[config.mk]
export PLATFORM = sky130hd
export DESIGN_NAME = mem_port_arbiter_flat
export DESIGN_NICKNAME = d
export VERILOG_FILES = /design/src/rtl/mem_port_arbiter_pkg.sv /design/src/rtl/mem_port_arbiter_if.sv /design/src/rtl/mem_port_arbiter_timeout_ctr.sv /design/src/rtl/mem_port_arbiter.sv /design/src/flat_wrapper.sv
export SDC_FILE = /design/constraint.sdc
export NUM_CORES = 1
export LEC_CHECK = 0
export BUFFER_PORTS_ARGS = -buffer_cell sky130_fd_sc_hd__buf_2
export CAP_MARGIN = 20
export CORE_AREA = 2 2 220 222
export CTS_BUF_LIST = sky130_fd_sc_hd__clkbuf_4
export CTS_CLUSTER_SIZE = 30
export DETAILED_ROUTE_END_ITERATION = 6
export DIE_AREA = 0 0 222 224
export HOLD_SLACK_MARGIN = 0.05
export PLACE_DENSITY = 0.6
export SYNTH_ARGS = -nofsm -noshare
export SYNTH_HDL_FRONTEND = slang
export SYNTH_HIERARCHICAL = 1
export SYNTH_SLANG_ARGS = --single-unit
[constraint.sdc]
create_clock -name clk -period 9.3 [get_ports clk]
set_clock_uncertainty 0.05 [all_clocks]
set_input_delay 1.395 -clock clk [delete_from_list [all_inputs] [get_ports clk]]
set_output_delay 1.395 -clock clk [all_outputs]
set_load 0.03 [all_outputs]
[src/rtl/mem_port_arbiter_pkg.sv]
// y86_mem_pkg: shared arbiter state encoding, stat codes and memory widths
package y86_mem_pkg;
    localparam int ADDR_W   = 64;
    localparam int DATA_W   = 64;
    localparam int IFETCH_W = 80;
    typedef enum logic [1:0] {IDLE, DATA, INST} state_t;
    typedef enum logic [2:0] {SAOK = 3'd1, SHLT = 3'd2, SADR = 3'd3, SINS = 3'd4} stat_t;
endpackage

[src/rtl/mem_port_arbiter_if.sv]
// mem_port_arbiter_if: fetch, data and shared-memory signals of the arbiter
interface mem_port_arbiter_if;
    import y86_mem_pkg::*;
    logic                f_req;
    logic [ADDR_W-1:0]   f_addr;
    logic                f_done;
    logic [IFETCH_W-1:0] f_rdata;
    logic                f_err;
    logic                m_req;
    logic                m_write;
    logic [ADDR_W-1:0]   m_addr;
    logic [DATA_W-1:0]   m_wdata;
    logic                m_done;
    logic [DATA_W-1:0]   m_rdata;
    logic                m_err;
    logic                mem_req;
    logic                mem_write;
    logic [ADDR_W-1:0]   mem_addr;
    logic [DATA_W-1:0]   mem_wdata;
    logic [IFETCH_W-1:0] mem_rdata;
    logic                mem_ack;
    logic                mem_err;
    logic                f_stall_req;
    logic                m_stall_req;
    modport slave (
        input  f_req, f_addr, m_req, m_write, m_addr, m_wdata, mem_rdata, mem_ack, mem_err,
        output f_done, f_rdata, f_err, m_done, m_rdata, m_err,
               mem_req, mem_write, mem_addr, mem_wdata, f_stall_req, m_stall_req
    );
    modport master (
        output f_req, f_addr, m_req, m_write, m_addr, m_wdata, mem_rdata, mem_ack, mem_err,
        input  f_done, f_rdata, f_err, m_done, m_rdata, m_err,
               mem_req, mem_write, mem_addr, mem_wdata, f_stall_req, m_stall_req
    );
endinterface

[src/rtl/mem_port_arbiter_timeout_ctr.sv]
// mem_timeout_ctr: counts cycles without ack and flags the last allowed one
module mem_timeout_ctr #(
    parameter int TIMEOUT_CYCLES = 15
) (
    input  logic clk,
    input  logic reset,
    input  logic clear,
    input  logic enable,
    output logic expired
);
    logic [7:0] cnt;
    // wait counter: cleared while idle, advances on each unacknowledged busy cycle
    always_ff @(posedge clk or posedge reset)
        if (reset) cnt <= '0;
        else if (clear) cnt <= '0;
        else if (enable) cnt <= cnt + 8'd1;
    // expiry fires in the cycle whose increment would reach the limit
    assign expired = enable && (cnt == 8'(TIMEOUT_CYCLES - 1));
endmodule

[src/rtl/mem_port_arbiter.sv]
// mem_port_arbiter: data-priority arbitration of fetch and data ports onto one memory
module mem_port_arbiter
    import y86_mem_pkg::*;
#(
    parameter int TIMEOUT_CYCLES = 15
) (
    input logic clk,
    input logic reset,
    mem_port_arbiter_if.slave bus
);
    state_t            state, state_nx;
    logic [ADDR_W-1:0] addr_q;
    logic [DATA_W-1:0] wdata_q;
    logic              wr_q;
    logic              busy, expired, fin, err_nx, grant_d, grant_f;
    assign busy   = state != IDLE;
    assign fin    = busy && (bus.mem_ack || expired);
    assign err_nx = (bus.mem_ack && bus.mem_err) || expired;
    mem_timeout_ctr #(.TIMEOUT_CYCLES(TIMEOUT_CYCLES)) u_tmo (
        .clk(clk), .reset(reset), .clear(!busy), .enable(busy && !bus.mem_ack), .expired(expired)
    );
    // next state: data wins in idle; a port whose done is up is not regranted
    always_comb begin
        grant_d  = state == IDLE && bus.m_req && !bus.m_done;
        grant_f  = state == IDLE && !grant_d && bus.f_req && !bus.f_done;
        state_nx = grant_d ? DATA : grant_f ? INST : fin ? IDLE : state;
    end
    // state register
    always_ff @(posedge clk or posedge reset)
        if (reset) state <= IDLE;
        else state <= state_nx;
    // capture the granted request so later input changes cannot disturb it
    always_ff @(posedge clk or posedge reset)
        if (reset) begin
            addr_q  <= '0;
            wr_q    <= 1'b0;
            wdata_q <= '0;
        end else if (grant_d) begin
            addr_q  <= bus.m_addr;
            wr_q    <= bus.m_write;
            wdata_q <= bus.m_wdata;
        end else if (grant_f) begin
            addr_q  <= bus.f_addr;
            wr_q    <= 1'b0;
            wdata_q <= '0;
        end
    // completion pulses with error and registered read data
    always_ff @(posedge clk or posedge reset)
        if (reset) begin
            bus.f_done  <= 1'b0;
            bus.f_err   <= 1'b0;
            bus.f_rdata <= '0;
            bus.m_done  <= 1'b0;
            bus.m_err   <= 1'b0;
            bus.m_rdata <= '0;
        end else begin
            bus.f_done <= state == INST && fin;
            bus.f_err  <= state == INST && fin && err_nx;
            bus.m_done <= state == DATA && fin;
            bus.m_err  <= state == DATA && fin && err_nx;
            if (state == INST && fin) bus.f_rdata <= bus.mem_ack ? bus.mem_rdata : '0;
            if (state == DATA && fin) bus.m_rdata <= (bus.mem_ack && !wr_q) ? bus.mem_rdata[DATA_W-1:0] : '0;
        end
    assign bus.mem_req     = busy;
    assign bus.mem_write   = state == DATA && wr_q;
    assign bus.mem_addr    = busy ? addr_q : '0;
    assign bus.mem_wdata   = state == DATA ? wdata_q : '0;
    assign bus.m_stall_req = bus.m_req && !bus.m_done;
    assign bus.f_stall_req = bus.f_req && !bus.f_done;
endmodule
[src/flat_wrapper.sv]
// flat-port wrapper written by rule: the top's interface ports become plain ports
module mem_port_arbiter_flat import y86_mem_pkg::*;
#(
    parameter int TIMEOUT_CYCLES = 15
)
  (clk, reset, bus_f_req, bus_f_addr, bus_m_req, bus_m_write, bus_m_addr, bus_m_wdata, bus_mem_rdata, bus_mem_ack, bus_mem_err, bus_f_done, bus_f_rdata, bus_f_err, bus_m_done, bus_m_rdata, bus_m_err, bus_mem_req, bus_mem_write, bus_mem_addr, bus_mem_wdata, bus_f_stall_req, bus_m_stall_req);
  mem_port_arbiter_if bus_i ();
  input logic clk;
  input logic reset;
  input wire logic [$bits(bus_i.f_req)-1:0] bus_f_req;
  input wire logic [$bits(bus_i.f_addr)-1:0] bus_f_addr;
  input wire logic [$bits(bus_i.m_req)-1:0] bus_m_req;
  input wire logic [$bits(bus_i.m_write)-1:0] bus_m_write;
  input wire logic [$bits(bus_i.m_addr)-1:0] bus_m_addr;
  input wire logic [$bits(bus_i.m_wdata)-1:0] bus_m_wdata;
  input wire logic [$bits(bus_i.mem_rdata)-1:0] bus_mem_rdata;
  input wire logic [$bits(bus_i.mem_ack)-1:0] bus_mem_ack;
  input wire logic [$bits(bus_i.mem_err)-1:0] bus_mem_err;
  output wire logic [$bits(bus_i.f_done)-1:0] bus_f_done;
  output wire logic [$bits(bus_i.f_rdata)-1:0] bus_f_rdata;
  output wire logic [$bits(bus_i.f_err)-1:0] bus_f_err;
  output wire logic [$bits(bus_i.m_done)-1:0] bus_m_done;
  output wire logic [$bits(bus_i.m_rdata)-1:0] bus_m_rdata;
  output wire logic [$bits(bus_i.m_err)-1:0] bus_m_err;
  output wire logic [$bits(bus_i.mem_req)-1:0] bus_mem_req;
  output wire logic [$bits(bus_i.mem_write)-1:0] bus_mem_write;
  output wire logic [$bits(bus_i.mem_addr)-1:0] bus_mem_addr;
  output wire logic [$bits(bus_i.mem_wdata)-1:0] bus_mem_wdata;
  output wire logic [$bits(bus_i.f_stall_req)-1:0] bus_f_stall_req;
  output wire logic [$bits(bus_i.m_stall_req)-1:0] bus_m_stall_req;
  assign bus_i.f_req = bus_f_req;
  assign bus_i.f_addr = bus_f_addr;
  assign bus_i.m_req = bus_m_req;
  assign bus_i.m_write = bus_m_write;
  assign bus_i.m_addr = bus_m_addr;
  assign bus_i.m_wdata = bus_m_wdata;
  assign bus_i.mem_rdata = bus_mem_rdata;
  assign bus_i.mem_ack = bus_mem_ack;
  assign bus_i.mem_err = bus_mem_err;
  assign bus_f_done = bus_i.f_done;
  assign bus_f_rdata = bus_i.f_rdata;
  assign bus_f_err = bus_i.f_err;
  assign bus_m_done = bus_i.m_done;
  assign bus_m_rdata = bus_i.m_rdata;
  assign bus_m_err = bus_i.m_err;
  assign bus_mem_req = bus_i.mem_req;
  assign bus_mem_write = bus_i.mem_write;
  assign bus_mem_addr = bus_i.mem_addr;
  assign bus_mem_wdata = bus_i.mem_wdata;
  assign bus_f_stall_req = bus_i.f_stall_req;
  assign bus_m_stall_req = bus_i.m_stall_req;
  mem_port_arbiter #(.TIMEOUT_CYCLES(TIMEOUT_CYCLES)) u_core (.clk(clk), .reset(reset), .bus(bus_i));
endmodule
==> impl_metrics.xml, run 1 <==
<?xml version="1.0" encoding="UTF-8"?>
<metrics>
  <group name="run_status">
    <metric name="status" unit="">finished clean</metric>
  </group>
  <group name="sta">
    <metric name="drv_slew" unit="">0</metric>
    <metric name="setup_total_negative_slack" unit="ns">0</metric>
    <metric name="tightestPinTransition" unit="ns">1.05</metric>
    <metric name="max_clock_freq" unit="MHz">215</metric>
    <metric name="finalWorstPathRequiredPeriod" unit="ns">4.65</metric>
    <metric name="finalSetupViolations" unit="">0</metric>
    <metric name="min_period_over_period" unit="%">50.0</metric>
    <metric name="max-slew-margin-rel" unit="%">29.8</metric>
    <metric name="unrepaired_setup_endpoints_after_global_routing" unit="">false</metric>
    <metric name="finalHoldViolCount" unit="">0</metric>
  </group>
  <group name="worst_setup_path">
    <metric name="cp.required" unit="ns">9.88</metric>
    <metric name="critical_path_cell_count" unit="">10</metric>
    <metric name="r2r_cells" unit="">10</metric>
    <metric name="reg_to_reg_critical_path_endpoint" unit="">u_core/bus.f_rdata[55]</metric>
    <metric name="worst_ep_arrival_time" unit="ns">5.23</metric>
    <metric name="setup.worst_path.start_class" unit="">flop</metric>
    <metric name="r2r_slack" unit="ns">4.65</metric>
    <metric name="cp.buffers_inverters" unit="">3</metric>
    <metric name="timing_worst_setup_path_type" unit="">reg2reg</metric>
    <metric name="critical-path-slowest-cell" unit="">sky130_fd_sc_hd__or2_2</metric>
    <metric name="max_stage_delay" unit="ns">0.84</metric>
    <metric name="worstPathMaxFanout" unit="">67</metric>
    <metric name="crit_path_cell_trace" unit="">or2_2 &gt; inv_2 &gt; nor2_1 &gt; nand4_1 &gt; nor2_1 &gt; nor2_4 &gt; buf_4 &gt; or3b_4 &gt; buf_4 &gt; a22o_1</metric>
    <metric name="endpoint_kind" unit="">flop</metric>
    <metric name="timing.critical_path.max_delay_family" unit="">simple AND/OR/NAND/NOR gates</metric>
    <metric name="timing.rr.start" unit="">u_core/state[1]</metric>
  </group>
  <group name="cts">
    <metric name="post_cts_hold_buffer_count" unit="">0</metric>
    <metric name="cts_tree" unit="">built</metric>
    <metric name="worst_skew_pair_latency" unit="ns">0.77</metric>
    <metric name="cts_resized" unit="">0</metric>
    <metric name="post-cts-setup-buffer-count" unit="">0</metric>
    <metric name="clock_tree.root_cell" unit="">sky130_fd_sc_hd__clkbuf_4</metric>
    <metric name="worst_setup_hold_path_clk_slew" unit="ns">0.05</metric>
    <metric name="cts_max_level" unit="">3</metric>
    <metric name="cts-root-to-sink-buffers" unit="">3</metric>
    <metric name="total_clock_buffers_created_by_cts" unit="">84</metric>
    <metric name="cts_sinks" unit="">287</metric>
  </group>
  <group name="floorplanning">
    <metric name="floorplan.core_area" unit="mm²">0.0473</metric>
    <metric name="pin_count" unit="">559</metric>
    <metric name="design.die.area" unit="mm²">0.0497</metric>
    <metric name="placementRows" unit="">80</metric>
    <metric name="initial_core_util" unit="%">25.7</metric>
    <metric name="dieHeight" unit="µm">224</metric>
    <metric name="horizontal_die_dimension" unit="µm">222</metric>
  </group>
  <group name="synthesis">
    <metric name="number_of_instances_in_the_synthesized_netlist" unit="">1036</metric>
    <metric name="post_synth_instance_area" unit="mm²">0.0122</metric>
    <metric name="yosys_warn_count" unit="">6</metric>
    <metric name="synth_fp_nets" unit="">1317</metric>
    <metric name="netlist-cell-type-count" unit="">38</metric>
    <metric name="yosys.area.top_type_share" unit="%">59.0</metric>
    <metric name="flops_latches_synth" unit="">287</metric>
    <metric name="netlist.top_cell.by_area" unit="">sky130_fd_sc_hd__dfrtp_1</metric>
    <metric name="seq_area_frac_synth" unit="%">59.0</metric>
    <metric name="syn_area_per_cell" unit="µm²">11.7</metric>
    <metric name="synth_top_cells_by_area" unit="">sky130_fd_sc_hd__dfrtp_1 59%, sky130_fd_sc_hd__a22o_1 10%, sky130_fd_sc_hd__and2_1 6.6%</metric>
  </group>
  <group name="final_layout">
    <metric name="multi_input_area" unit="mm²">0.00447</metric>
    <metric name="fill_cells" unit="">4835</metric>
    <metric name="final_area" unit="mm²">0.0165</metric>
    <metric name="seq_area" unit="mm²">0.00718</metric>
    <metric name="post_route_cells_drive_above_1_share" unit="%">44.3</metric>
    <metric name="final_net_count" unit="">1880</metric>
    <metric name="synth_to_final_area_change" unit="%">35.3</metric>
  </group>
  <group name="global_routing">
    <metric name="globalRouteMet1Util" unit="%">19.5</metric>
    <metric name="grt.met3_usage" unit="%">6.32</metric>
    <metric name="largest_net_degree_at_the_start_of_global_routing" unit="">86</metric>
    <metric name="global_route.usage.total" unit="%">16.5</metric>
    <metric name="grt_antenna_before_repair" unit="">8</metric>
    <metric name="grt_pass1_vias" unit="">11000</metric>
    <metric name="grt_first_pass_wirelength" unit="µm">64300</metric>
    <metric name="globalRoute.busiestLayer" unit="">met2</metric>
    <metric name="global_route.usage.met2" unit="%">26.4</metric>
    <metric name="grt_remaining_overflow" unit="">0</metric>
  </group>
  <group name="route">
    <metric name="num_vias" unit="">10700</metric>
    <metric name="drt-pass1-iter-count" unit="">4</metric>
    <metric name="drc" unit="">0</metric>
    <metric name="post_drt_via_cell_ratio" unit="">4.68</metric>
    <metric name="antenna_left" unit="">0</metric>
    <metric name="wl" unit="µm">42500</metric>
    <metric name="drtIter0Drc" unit="">488</metric>
    <metric name="wl_per_cell" unit="µm">18.6</metric>
  </group>
  <group name="place">
    <metric name="gp_routability_congestion" unit="">0.848</metric>
    <metric name="io_buffers" unit="">558</metric>
    <metric name="post_dp_cell_area" unit="mm²">0.0154</metric>
    <metric name="dp_hpwl" unit="µm">28900</metric>
  </group>
  <group name="job">
    <metric name="max_cap_violations" unit="">0</metric>
  </group>
  <group name="hold_path">
    <metric name="timing.hold.worst.start" unit="">u_core/wdata_q[36]</metric>
    <metric name="hold_depth" unit="">1</metric>
    <metric name="holdPathEnd" unit="">u_core/wdata_q[36]</metric>
    <metric name="timing.hold.worst.class" unit="">reg2reg</metric>
  </group>
  <group name="power_and_ir_drop">
    <metric name="share_comb_of_total_power" unit="%">49.0</metric>
    <metric name="p_sw" unit="mW">3.01</metric>
    <metric name="power_leakage" unit="nW">8.31</metric>
    <metric name="internal_power" unit="mW">3.52</metric>
    <metric name="power.sequential.fraction" unit="%">32.2</metric>
    <metric name="p_per_area" unit="mW/mm²">397</metric>
    <metric name="vdd.ir_drop.worst" unit="mV">0.179</metric>
    <metric name="power.share.switching" unit="%">46.1</metric>
    <metric name="fraction_of_power_consumed_by_the_clock_network" unit="%">18.8</metric>
  </group>
</metrics>
==> Yosys cell counts, drive strengths merged <==
library cell and n:
or4 1, xor2 3, or3 2, nand2 68, nand4 3, o221a 64, a21oi 3, nand3 2
buf 45, o21a 1, dfrtp 287, clkbuf 52, xnor2 1, or3b 1, o211ai 1, a21o 1
a211oi 1, and3b 1, inv 6, o31ai 1, nor4b 2, ha 2, o21ai 132, or2 1
nand2b 65, and2 129, nand3b 1, nor2 11, nor2b 4, a22o 145
==> area by class of cell <==
type / count / area share [%]
Antenna cell: 5 / 0.0760
Clock buffer: 126 / 5.74
Clock inverter: 22 / 0.881
Inverter: 6 / 0.182
Multi-Input combinational cell: 646 / 27.2
Sequential cell: 287 / 43.6
Tap cell: 615 / 4.67
Timing Repair Buffer: 574 / 17.7
==> cell usage in the layout (no fill, tap or decap), types with 3 or more instances in the layout <==
cell type,instances
sky130_fd_sc_hd__a21oi_1,3
sky130_fd_sc_hd__a22o_1,145
sky130_fd_sc_hd__and2_1,129
sky130_fd_sc_hd__buf_2,558
sky130_fd_sc_hd__buf_4,16
sky130_fd_sc_hd__clkbuf_4,126
sky130_fd_sc_hd__clkinv_1,15
sky130_fd_sc_hd__clkinv_2,4
sky130_fd_sc_hd__dfrtp_1,287
sky130_fd_sc_hd__diode_2,5
sky130_fd_sc_hd__inv_1,3
sky130_fd_sc_hd__nand2_1,68
sky130_fd_sc_hd__nand2b_1,64
sky130_fd_sc_hd__nand4_1,3
sky130_fd_sc_hd__nor2_1,10
sky130_fd_sc_hd__o21ai_0,97
sky130_fd_sc_hd__o21ai_1,33
sky130_fd_sc_hd__o221a_1,53
sky130_fd_sc_hd__o221a_2,11
sky130_fd_sc_hd__xor2_1,3
==> kinds of logic (layout without fill, tap and decap cells) <==
logic type | count (synthesis) | in the layout | share of synthesized area, %
xor+xnor | 4 | 4 | 0.288
flops | 287 | 287 | 59.0
fa+ha+maj | 2 | 2 | 0.206
simple gates | 291 | 291 | 13.5
compound gates | 349 | 349 | 22.2
buf+inv | 103 | 728 | 4.77
other cells | 0 | 5 | 0
==> power groups by stage <==
stage                     clock [mW]  combinational [mW]  sequential (mW)
after floorplan                    0                1.73             2.62
after global placement             0                3.21             2.09
after detailed placement           0                3.24             2.11
after CTS                       1.29                3.24             2.10
after global routing            1.36                3.40             2.17
final                           1.23                3.20             2.10
==> through the flow <==
step / utilization (%) / instances / setup slack, ns / hold WS [ns] / power [mW]
6_report: 34.8 / 2281 / 4.65 / 0.438 / 6.53
3_5_place_dp: 32.5 / 2128 / 4.47 / 0.427 / 5.35
5_1_grt: 34.8 / 2279 / 4.21 / 0.452 / 6.93
2_1_floorplan: - / 1036 / 0.161 / 0.408 / 4.35
4_1_cts: 34.8 / 2276 / 4.41 / 0.417 / 6.63
3_3_place_gp: 32.5 / 2128 / 4.61 / 0.424 / 5.30
==> how the worst max path moves through the flow <==
stage	startpoint	to	slack, ns
floorplan	reset	u_core/addr_q[0]	0.16
global placement	u_core/state[1]	u_core/bus.f_rdata[52]	4.61
detailed placement	u_core/state[1]	u_core/bus.f_rdata[38]	4.47
CTS	u_core/state[1]	u_core/bus.f_rdata[50]	4.41
global route	u_core/state[1]	u_core/bus.f_rdata[55]	4.21
finish	u_core/state[1]	u_core/bus.f_rdata[55]	4.65
==> per-layer routing <==
| layer | part of all wire, % | wire length [µm] |
|---|---|---|
| met2 | 47 | 20100 |
| met1 | 41 | 17300 |
| met5 | 0.12 | 53 |
| met4 | 3.3 | 1410 |
| met3 | 8.5 | 3630 |
==> flip-flops by register name, indices dropped and copies added, names as in the netlist <==
signal              count
u_core/addr_q          64
u_core/bus.f_done       1
u_core/bus.f_err        1
u_core/bus.f_rdata     80
u_core/bus.m_done       1
u_core/bus.m_err        1
u_core/bus.m_rdata     64
u_core/state            2
u_core/u_tmo/cnt        8
u_core/wdata_q         64
u_core/wr_q             1
Note: power is estimated with default switching activity, not from simulation.
==> run 2: changes to the inputs <==
- clock period: 9.3 -> 4.23 ns (I/O delays scaled with it)
==> run 2 against run 1 <==
Against the previous run:
- register-to-register slack worse by 3.8 ns
- combinational power up 130%
- worst hold slack worse by 0.25 ns
- sequential power up 120%
- non-clock buffer count up 223
- wire length up 6.3%
- highest routed layer unchanged
- largest cell class unchanged
==> impl_metrics.xml, run 2 (same netlist as run 1, synthesis figures left out) <==
<?xml version="1.0" encoding="UTF-8"?>
<metrics>
  <group name="global_routing">
    <metric name="grt_first_pass_wirelength" unit="µm">69800</metric>
    <metric name="global_route.usage.total" unit="%">17.7</metric>
    <metric name="grt_pass1_vias" unit="">12300</metric>
    <metric name="largest_net_degree_at_the_start_of_global_routing" unit="">130</metric>
    <metric name="grt_antenna_before_repair" unit="">5</metric>
    <metric name="grt_remaining_overflow" unit="">0</metric>
  </group>
  <group name="route">
    <metric name="drt-pass1-iter-count" unit="">6</metric>
    <metric name="post_drt_via_cell_ratio" unit="">4.70</metric>
    <metric name="antenna_left" unit="">0</metric>
    <metric name="num_vias" unit="">11700</metric>
    <metric name="drc" unit="">0</metric>
    <metric name="drtIter0Drc" unit="">653</metric>
    <metric name="wl" unit="µm">45200</metric>
    <metric name="wl_per_cell" unit="µm">18.1</metric>
  </group>
  <group name="worst_setup_path">
    <metric name="setup.worst_path.start_class" unit="">flop</metric>
    <metric name="r2r_cells" unit="">9</metric>
    <metric name="worstPathMaxFanout" unit="">62</metric>
    <metric name="critical-path-slowest-cell" unit="">sky130_fd_sc_hd__or3b_4</metric>
    <metric name="critical_path.most_common_cell" unit="">sky130_fd_sc_hd__nor2_1</metric>
    <metric name="timing.critical_path.max_delay_family" unit="">simple AND/OR/NAND/NOR gates</metric>
    <metric name="reg_to_reg_critical_path_endpoint" unit="">u_core/bus.f_rdata[29]</metric>
    <metric name="timing_worst_setup_path_type" unit="">reg2reg</metric>
    <metric name="max_stage_delay" unit="ns">0.55</metric>
    <metric name="r2r_slack" unit="ns">0.81</metric>
    <metric name="worst_ep_arrival_time" unit="ns">4.00</metric>
    <metric name="endpoint_kind" unit="">flop</metric>
    <metric name="crit_path_cell_trace" unit="">or2_2 &gt; inv_2 &gt; nor2_1 &gt; nand4_1 &gt; nor2_1 &gt; nor2_4 &gt; or3b_4 &gt; buf_4 &gt; a22o_1</metric>
    <metric name="cp.required" unit="ns">4.81</metric>
    <metric name="timing.rr.start" unit="">u_core/state[0]</metric>
    <metric name="cp.buffers_inverters" unit="">2</metric>
  </group>
  <group name="power_and_ir_drop">
    <metric name="p_per_area" unit="mW/mm²">779</metric>
    <metric name="power_leakage" unit="nW">9.21</metric>
    <metric name="share_comb_of_total_power" unit="%">50.8</metric>
    <metric name="power.sequential.fraction" unit="%">31.7</metric>
    <metric name="power.share.switching" unit="%">45.9</metric>
    <metric name="internal_power" unit="mW">7.86</metric>
    <metric name="fraction_of_power_consumed_by_the_clock_network" unit="%">17.6</metric>
    <metric name="vdd.ir_drop.worst" unit="mV">0.407</metric>
    <metric name="p_sw" unit="mW">6.68</metric>
  </group>
  <group name="floorplanning">
    <metric name="design.die.area" unit="mm²">0.0497</metric>
    <metric name="horizontal_die_dimension" unit="µm">222</metric>
    <metric name="placementRows" unit="">80</metric>
    <metric name="pin_count" unit="">559</metric>
    <metric name="floorplan.core_area" unit="mm²">0.0473</metric>
    <metric name="initial_core_util" unit="%">25.7</metric>
    <metric name="dieHeight" unit="µm">224</metric>
  </group>
  <group name="sta">
    <metric name="finalWorstPathRequiredPeriod" unit="ns">3.42</metric>
    <metric name="max-slew-margin-rel" unit="%">32.2</metric>
    <metric name="finalHoldViolCount" unit="">0</metric>
    <metric name="setup_total_negative_slack" unit="ns">0</metric>
    <metric name="holdWs" unit="ns">0.190</metric>
    <metric name="drv_slew" unit="">0</metric>
    <metric name="tightestPinTransition" unit="ns">1.02</metric>
    <metric name="max_clock_freq" unit="MHz">293</metric>
    <metric name="finalSetupViolations" unit="">0</metric>
    <metric name="min_period_over_period" unit="%">80.8</metric>
    <metric name="unrepaired_setup_endpoints_after_global_routing" unit="">false</metric>
  </group>
  <group name="cts">
    <metric name="total_clock_buffers_created_by_cts" unit="">80</metric>
    <metric name="worst_skew_pair_latency" unit="ns">0.76</metric>
    <metric name="clock_tree.root_cell" unit="">sky130_fd_sc_hd__clkbuf_4</metric>
    <metric name="post_cts_hold_buffer_count" unit="">218</metric>
    <metric name="cts_resized" unit="">0</metric>
    <metric name="cts_sinks" unit="">287</metric>
    <metric name="cts-root-to-sink-buffers" unit="">3</metric>
    <metric name="worst_setup_hold_path_clk_slew" unit="ns">0.07</metric>
    <metric name="cts_tree" unit="">built</metric>
    <metric name="post-cts-setup-buffer-count" unit="">0</metric>
    <metric name="cts_max_level" unit="">3</metric>
  </group>
  <group name="final_layout">
    <metric name="final_area" unit="mm²">0.0187</metric>
    <metric name="max_flop_register" unit="">u_core/bus.f_rdata</metric>
    <metric name="finalCoreUtilization" unit="%">39.5</metric>
    <metric name="final_net_count" unit="">2099</metric>
    <metric name="post_route_cells_drive_above_1_share" unit="%">39.0</metric>
    <metric name="largest_register_ff_count" unit="">80</metric>
    <metric name="synth_to_final_area_change" unit="%">53.5</metric>
    <metric name="final_cell_mix" unit="">558 x sky130_fd_sc_hd__buf_2, 287 x sky130_fd_sc_hd__dfrtp_1, 218 x sky130_fd_sc_hd__dlygate4sd3_1</metric>
    <metric name="final_common_cell" unit="">sky130_fd_sc_hd__buf_2</metric>
    <metric name="finish.cell_count_without_fillers" unit="">2494</metric>
  </group>
  <group name="place">
    <metric name="gp_routability_congestion" unit="">0.839</metric>
    <metric name="dp_hpwl" unit="µm">28900</metric>
    <metric name="dpl.cell_count" unit="">2133</metric>
    <metric name="io_buffers" unit="">558</metric>
    <metric name="post_dp_cell_area" unit="mm²">0.0155</metric>
  </group>
  <group name="hold_path">
    <metric name="hold_depth" unit="">3</metric>
    <metric name="holdPathEnd" unit="">u_core/addr_q[47]</metric>
    <metric name="timing.hold.worst.class" unit="">in2reg</metric>
    <metric name="timing.hold.worst.start" unit="">bus_m_addr[47]</metric>
  </group>
  <group name="job">
    <metric name="max_cap_violations" unit="">0</metric>
  </group>
  <group name="run_status">
    <metric name="status" unit="">finished clean</metric>
  </group>
</metrics>
==> run 2: how the worst max path moves through the flow <==
stage,endpoint,depth (start not counted),start,slack [ns]
6_report,u_core/bus.f_rdata[29],9,u_core/state[0],0.81
5_1_grt,u_core/bus.f_rdata[50],9,u_core/state[0],0.55
4_1_cts,u_core/bus.f_rdata[29],9,u_core/state[0],0.79
3_5_place_dp,u_core/bus.f_rdata[29],8,bus_mem_ack,0.79
3_3_place_gp,u_core/bus.f_rdata[33],8,bus_mem_ack,0.91
2_1_floorplan,u_core/addr_q[0],1,reset,-0.15
==> run 2: cell type report <==
| class | instances | area, µm² |
|---|---|---|
| clock inverters | 25 | 160 |
| well taps | 615 | 769 |
| flip-flops and latches | 287 | 7180 |
| multi-input cells | 646 | 4470 |
| inverters | 6 | 26.3 |
| diodes | 6 | 15.0 |
| repair buffers | 797 | 5220 |
| fillers | 4543 | 28700 |
| clock buffers | 112 | 841 |
==> run 2: power groups by stage <==
stage          clock (mW)  sequential [mW]  combinational (mW)
6_report             2.55             4.61                7.39
5_1_grt              2.83             4.75                7.85
4_1_cts              2.68             4.59                7.44
3_5_place_dp            0             4.59                7.21
3_3_place_gp            0             4.57                7.09
2_1_floorplan           0             5.77                3.81
==> run 2: worst reg2reg max path, stage by stage, from the launching register on <==
cell and delay (ns):
sky130_fd_sc_hd__dfrtp_1 0.49, sky130_fd_sc_hd__or2_2 0.18, sky130_fd_sc_hd__inv_2 0.11, sky130_fd_sc_hd__nor2_1 0.47
sky130_fd_sc_hd__nand4_1 0.19, sky130_fd_sc_hd__nor2_1 0.41, sky130_fd_sc_hd__nor2_4 0.05, sky130_fd_sc_hd__or3b_4 0.55
sky130_fd_sc_hd__buf_4 0.40, sky130_fd_sc_hd__a22o_1 0.39
==> run 2: per-stage QoR <==
step | setup WS, ns | total power, mW
2_1_floorplan | -0.148 | 9.58
3_3_place_gp | 0.910 | 11.7
3_5_place_dp | 0.787 | 11.8
4_1_cts | 0.787 | 14.7
5_1_grt | 0.553 | 15.4
6_report | 0.812 | 14.5
==> run 2: metal layers <==
layer | global-route usage (%) | vias to the layer above | wire length, µm
met5 | 0 | - | 9
met4 | 7.76 | 2 | 1560
met3 | 5.84 | 112 | 3540
met2 | 29.5 | 554 | 21900
met1 | 21.0 | 5719 | 18200
li1 | - | 5323 | -
